## config.mk

```make
export PLATFORM = sky130hd
export DESIGN_NAME = uart_tx_arbiter
export DESIGN_NICKNAME = d
export VERILOG_FILES = /design/src/rtl/uart_pkg.sv /design/src/rtl/uart_rr_pick.sv /design/src/rtl/uart_tx_arbiter.sv
export SDC_FILE = /design/constraint.sdc
export NUM_CORES = 1
export LEC_CHECK = 0
export ABC_AREA = 1
export BUFFER_PORTS_ARGS = -buffer_cell sky130_fd_sc_hd__buf_2
export CAP_MARGIN = 20
export CELL_PAD_IN_SITES_DETAIL_PLACEMENT = 2
export CELL_PAD_IN_SITES_GLOBAL_PLACEMENT = 2
export CORE_MARGIN = 2
export CORE_UTILIZATION = 31
export DETAILED_ROUTE_END_ITERATION = 7
export PLACE_DENSITY_LB_ADDON = 0.3
export SYNTH_ARGS = -nofsm -noshare
export SYNTH_HDL_FRONTEND = slang
export SYNTH_SLANG_ARGS = --single-unit
```

## constraint.sdc

```tcl
create_clock -name clk -period 3.25 [get_ports clk]
set_input_delay 0.65 -clock clk [delete_from_list [all_inputs] [get_ports clk]]
set_output_delay 0.65 -clock clk [all_outputs]
set_load 0.02 [all_outputs]
```

## src/rtl/uart_pkg.sv

```systemverilog
// Shared types and constants for the UART transmit arbiter.
package uart_pkg;

    localparam int unsigned UART_BYTE_W = 8;
    localparam int unsigned GRANT_W     = 3;

    typedef enum logic [1:0] {
        ST_IDLE,
        ST_ISSUE,
        ST_WAIT_BUSY,
        ST_WAIT_DONE
    } arb_state_e;

    // Requester index following idx, wrapping at nreq.
    function automatic logic [GRANT_W-1:0] rr_next(input logic [GRANT_W-1:0] idx,
                                                   input int unsigned nreq);
        return (32'(idx) + 32'd1 >= nreq) ? '0 : idx + GRANT_W'(1);
    endfunction

endpackage

```

## src/rtl/uart_rr_pick.sv

```systemverilog
// Round-robin picker: first set request at or after ptr, wrapping to 0.
module uart_rr_pick
    import uart_pkg::*;
#(
    parameter int unsigned NREQ = 4
) (
    input  logic [NREQ-1:0]    req,
    input  logic [GRANT_W-1:0] ptr,
    output logic               valid,
    output logic [GRANT_W-1:0] idx
);

    localparam int unsigned SUM_W = GRANT_W + 1;

    logic [2*NREQ-1:0]  dbl;
    logic [NREQ-1:0]    rot;
    logic [GRANT_W-1:0] off;
    logic [SUM_W-1:0]   sum;

    // Rotate so that bit 0 is the requester at ptr.
    assign dbl = {req, req};
    assign rot = NREQ'(dbl >> ptr);

    always_comb begin
        valid = 1'b0;
        off   = '0;
        for (int k = NREQ - 1; k >= 0; k--) begin
            if (rot[k]) begin
                valid = 1'b1;
                off   = GRANT_W'(k);
            end
        end
    end

    assign sum = SUM_W'(ptr) + SUM_W'(off);
    assign idx = (32'(sum) >= NREQ) ? GRANT_W'(sum - SUM_W'(NREQ)) : GRANT_W'(sum);

endmodule

```

## src/rtl/uart_tx_arbiter.sv

```systemverilog
// Arbitrates byte requesters onto one UART transmitter, with per-message lock
// and a timeout that revokes a lock held by a silent requester.
module uart_tx_arbiter
    import uart_pkg::*;
#(
    parameter int unsigned NREQ         = 4,
    parameter int unsigned LOCK_TIMEOUT = 1000000
) (
    input  logic                        clk,
    input  logic                        reset,
    input  logic [NREQ-1:0]             req_valid,
    input  logic [UART_BYTE_W*NREQ-1:0] req_data,
    input  logic [NREQ-1:0]             req_last,
    output logic [NREQ-1:0]             req_ready,
    output logic [UART_BYTE_W-1:0]      tx_data,
    output logic                        tx_wr,
    input  logic                        tx_busy,
    output logic [GRANT_W-1:0]          grant_id,
    output logic                        locked
);

    localparam int unsigned    CNT_W    = (LOCK_TIMEOUT > 1) ? $clog2(LOCK_TIMEOUT) : 1;
    localparam logic [CNT_W-1:0] CNT_LAST = CNT_W'(LOCK_TIMEOUT - 1);

    arb_state_e             state, state_nx;
    logic [GRANT_W-1:0]     rr_ptr, rr_nx;
    logic [CNT_W-1:0]       lock_cnt, cnt_nx;
    logic                   last_q, last_nx;
    logic [GRANT_W-1:0]     grant_nx;
    logic                   locked_nx;
    logic [UART_BYTE_W-1:0] data_nx;
    logic                   wr_nx;
    logic [NREQ-1:0]        ready_nx;

    logic                   pick_valid;
    logic [GRANT_W-1:0]     pick_idx;
    logic [GRANT_W-1:0]     target;
    logic                   tgt_valid;
    logic                   tgt_last;
    logic [UART_BYTE_W-1:0] tgt_data;

    uart_rr_pick #(.NREQ(NREQ)) u_pick (
        .req   (req_valid),
        .ptr   (rr_ptr),
        .valid (pick_valid),
        .idx   (pick_idx)
    );

    // A locked message owns the channel; otherwise the round-robin winner does.
    assign target = locked ? grant_id : pick_idx;

    always_comb begin
        tgt_valid = 1'b0;
        tgt_last  = 1'b0;
        tgt_data  = '0;
        for (int i = 0; i < NREQ; i++) begin
            if (target == GRANT_W'(i)) begin
                tgt_valid = req_valid[i];
                tgt_last  = req_last[i];
                tgt_data  = req_data[i*UART_BYTE_W +: UART_BYTE_W];
            end
        end
    end

    always_comb begin
        state_nx  = state;
        rr_nx     = rr_ptr;
        cnt_nx    = lock_cnt;
        last_nx   = last_q;
        grant_nx  = grant_id;
        locked_nx = locked;
        data_nx   = tx_data;
        wr_nx     = 1'b0;
        ready_nx  = '0;

        case (state)
            ST_IDLE: begin
                if ((locked && tgt_valid) || (!locked && pick_valid)) begin
                    state_nx = ST_ISSUE;
                    grant_nx = target;
                    data_nx  = tgt_data;
                    last_nx  = tgt_last;
                    wr_nx    = 1'b1;
                    ready_nx = NREQ'(1) << target;
                    cnt_nx   = '0;
                end else if (locked) begin
                    // Owner has gone quiet: give up the lock after the timeout.
                    if (lock_cnt == CNT_LAST) begin
                        locked_nx = 1'b0;
                        rr_nx     = rr_next(grant_id, NREQ);
                        cnt_nx    = '0;
                    end else begin
                        cnt_nx = lock_cnt + CNT_W'(1);
                    end
                end
            end
            ST_ISSUE: begin
                state_nx = ST_WAIT_BUSY;
                if (last_q) begin
                    locked_nx = 1'b0;
                    rr_nx     = rr_next(grant_id, NREQ);
                end else begin
                    locked_nx = 1'b1;
                end
            end
            ST_WAIT_BUSY: begin
                if (tx_busy) state_nx = ST_WAIT_DONE;
            end
            ST_WAIT_DONE: begin
                if (!tx_busy) state_nx = ST_IDLE;
            end
            default: state_nx = ST_IDLE;
        endcase
    end

    always_ff @(posedge clk or posedge reset) begin
        if (reset) begin
            state     <= ST_IDLE;
            rr_ptr    <= '0;
            lock_cnt  <= '0;
            last_q    <= 1'b0;
            grant_id  <= '0;
            locked    <= 1'b0;
            tx_data   <= '0;
            tx_wr     <= 1'b0;
            req_ready <= '0;
        end else begin
            state     <= state_nx;
            rr_ptr    <= rr_nx;
            lock_cnt  <= cnt_nx;
            last_q    <= last_nx;
            grant_id  <= grant_nx;
            locked    <= locked_nx;
            tx_data   <= data_nx;
            tx_wr     <= wr_nx;
            req_ready <= ready_nx;
        end
    end

endmodule

```

==> results.sh <==
export IMPL_ys_top_cells_by_area="dfrtp_1 (36%), nand2_1 (16%), nand3_1 (8.1%)"
export IMPL_instances_no_fill=631
export IMPL_cp_num_buf_inv=5
export IMPL_diodes=0
export IMPL_crit_cells=20
export IMPL_drive_gt1_frac=0.251
export IMPL_crit_required_ps=3490
export IMPL_synth_top_area_frac=0.356
export IMPL_dpl_instance_area_um2=3530
export IMPL_antenna_found_initial=0
export IMPL_rr_startpoint="rr_ptr[0]"
export IMPL_crit_path_start_kind="register"
export IMPL_cts_root_buf="clkbuf_8"
export IMPL_power_mw=3.70
export IMPL_dr_wl_met2_um=5530
export IMPL_synthArstFlopShare=1.00
export IMPL_wl_per_cell_um=16.6
export IMPL_overflow=0
export IMPL_reg2reg_depth=20
export IMPL_setup_viol_count_final=0
export IMPL_ys_flop_type="dfrtp_1"
export IMPL_routed_via_density=5.02
export IMPL_tns_ps=0
export IMPL_cp_max_fo=8
export IMPL_synth_most_common_cell="nand2_1"
export IMPL_synth_cell_types=40
export IMPL_cp_cell_sequence="buf_12 > inv_2 > nand2_1 > o21ai_2 > nand3_1 > nand3_1 > a21boi_2 > ha_2 > fa_1 > inv_1 > nand2_1 > nand2_2 > nor2_2 > nand4_1 > nand3_2 > buf_6 > o21ai_4 > buf_12 > nand3_1 > nand2_1"
export IMPL_place_port_buffers=59
export IMPL_cts_max_path_buffers=2
export IMPL_routed_top_layer="met4"
export IMPL_die_w_um=103
export IMPL_first_global_vias=3400
export IMPL_min_period_ps=3140
export IMPL_timing_rr_end="lock_cnt[19]"
export IMPL_slew_violations=0
export IMPL_tightest_slew_ps=456
export IMPL_cap_violations=0
export IMPL_dpl_hpwl_um=8130
export IMPL_synth_top_area_cell="dfrtp_1"
export IMPL_cts_made_buffers=5
export IMPL_syn_area_per_cell_um2=7.17
export IMPL_vias=3168
export IMPL_ys_warn_count=0
export IMPL_coreArea_um2=9590
export IMPL_final_nets=549
export IMPL_hold_viol=0
export IMPL_yosysSeqAreaShare=0.356
export IMPL_dp_cells=617
export IMPL_clk_pin_slew_ps=100
export IMPL_crit_path_end_kind="register"
export IMPL_cts_htree_levels=2
export IMPL_path_delay_family="simple AND/OR/NAND/NOR gates"
export IMPL_leakage_nw=1.86
export IMPL_rows=36
export IMPL_ys_ff_latch=43
export IMPL_synth_area_um2=3020
export IMPL_cp_slowest_stage_delay_ps=490
export IMPL_cts_tree="done"
export IMPL_clock_sinks=43
export IMPL_hold_class="in2async"
export IMPL_ir_drop_mv=0.475
export IMPL_slowest_stage="fa_1"
export IMPL_crit_type="reg2reg"
export IMPL_critPathArrivalTime_ps=3380
export IMPL_fin_worst_skew_ps=17.0
export IMPL_start_util=0.315
export IMPL_grt_util_all_layers=0.208
export IMPL_outcome="finished, final reports clean"
export IMPL_grt_max_degree=44
export IMPL_dr_pass1_iters=4
export IMPL_ios=60
export IMPL_fin_util=0.391
export IMPL_clk_latency_ps=310
export IMPL_gp_congestion=0.775
export IMPL_wl_met3_um=395
export IMPL_fmaxAchievable_mhz=319
export IMPL_die_h_um=103
export IMPL_die_area_um2=10500
export IMPL_ys_top_cells_by_count="nand2_1 (130), nand3_1 (49), dfrtp_1 (43), inv_1 (43), nand4_1 (30)"
export IMPL_synth_edf_count=0
export IMPL_wl_met1_um=4470
export IMPL_detail_route_antenna_nets=0
export IMPL_setup_slack_ps=113
export IMPL_powerDensity_nw_per_um2=987
export IMPL_fin_area_um2=3750
export IMPL_place_ws_ps=-194
export IMPL_hold_buffers=0
export IMPL_areaGrowthSynthToFinish_pct=24.1
export IMPL_ff2ff_setup_slack_ps=110
export IMPL_grt_pass1_wl_um=16900
export IMPL_syn_num_nets=473
export IMPL_finalCritPeriodShare=0.965
export IMPL_postSynthCellCount=421
export IMPL_routed_wirelength_um=10500
export IMPL_drtIter0Drc=85
export IMPL_drc=0
export IMPL_slew_headroom=0.696
export IMPL_fin_worst_hold_slack_ps=223
==> cell families (layout without fill, tap and decap cells) <==
| family | count (synthesis) | count (layout) | share of synthesized area |
|---|---|---|---|
| simple gates | 260 | 260 | 0.410 |
| xor+xnor | 8 | 8 | 0.0232 |
| compound gates | 40 | 40 | 0.0767 |
| buf+inv | 61 | 138 | 0.0937 |
| flops | 43 | 43 | 0.356 |
| fa+ha+maj | 9 | 9 | 0.0398 |
==> metal layers <==
layer	track usage	vias up
met2	0.386	57
met1	0.246	1566
met3	0.0454	7
li1	-	1538
met4	0.0400	0
met5	0	-
==> placed cells by master, fill, tap and decap left out, drive strengths merged, types with 2 or more instances in the layout <==
master  netlist  final
xnor2         2      2
ha            8      8
nand4        30     30
nor3          5      5
clkbuf        2      9
dfrtp        43     43
o21ai        32     32
nand3        52     52
nand2       137    137
nor2         33     33
nand3b        2      2
inv          50     50
a21oi         4      4
xor2          6      6
buf           8     78
==> repair_timing <==
action                                  CTS  global route
gates resized for setup                   0            17
buffers inserted                          0             5
endpoints found under the setup margin    0            43
==> sequential cells by signal (all words and copies together) (netlist names) <==
| name | flops |
|---|---|
| last_q | 1 |
| tx_wr | 1 |
| tx_data | 8 |
| state | 2 |
| rr_ptr | 3 |
| locked | 1 |
| lock_cnt | 20 |
| req_ready | 4 |
| grant_id | 3 |
==> worst max path at each step <==
stage                 startpoint            to
floorplan           req_valid[1]     rr_ptr[2]
global placement    req_valid[1]   grant_id[2]
detailed placement  req_valid[1]      state[0]
CTS                    rr_ptr[0]        locked
global route           rr_ptr[0]  req_ready[3]
finish                 rr_ptr[0]  lock_cnt[19]
==> area by class of cell <==
| type | instances | area (um2) |
|---|---|---|
| timing repair buffer | 79 | 497 |
| fill | 1176 | 5850 |
| clock buffer | 8 | 100 |
| tap | 133 | 166 |
| sequential | 43 | 1080 |
| multi-input combinational | 317 | 1700 |
| inverter | 51 | 201 |
==> power breakdown <==
group	internal [mW]	switching [mW]	total, mW
registers	0.686	0.143	0.829
clock network	0.194	0.197	0.391
logic	0.912	1.57	2.48
No activity file was read; power rests on OpenSTA's default activity.
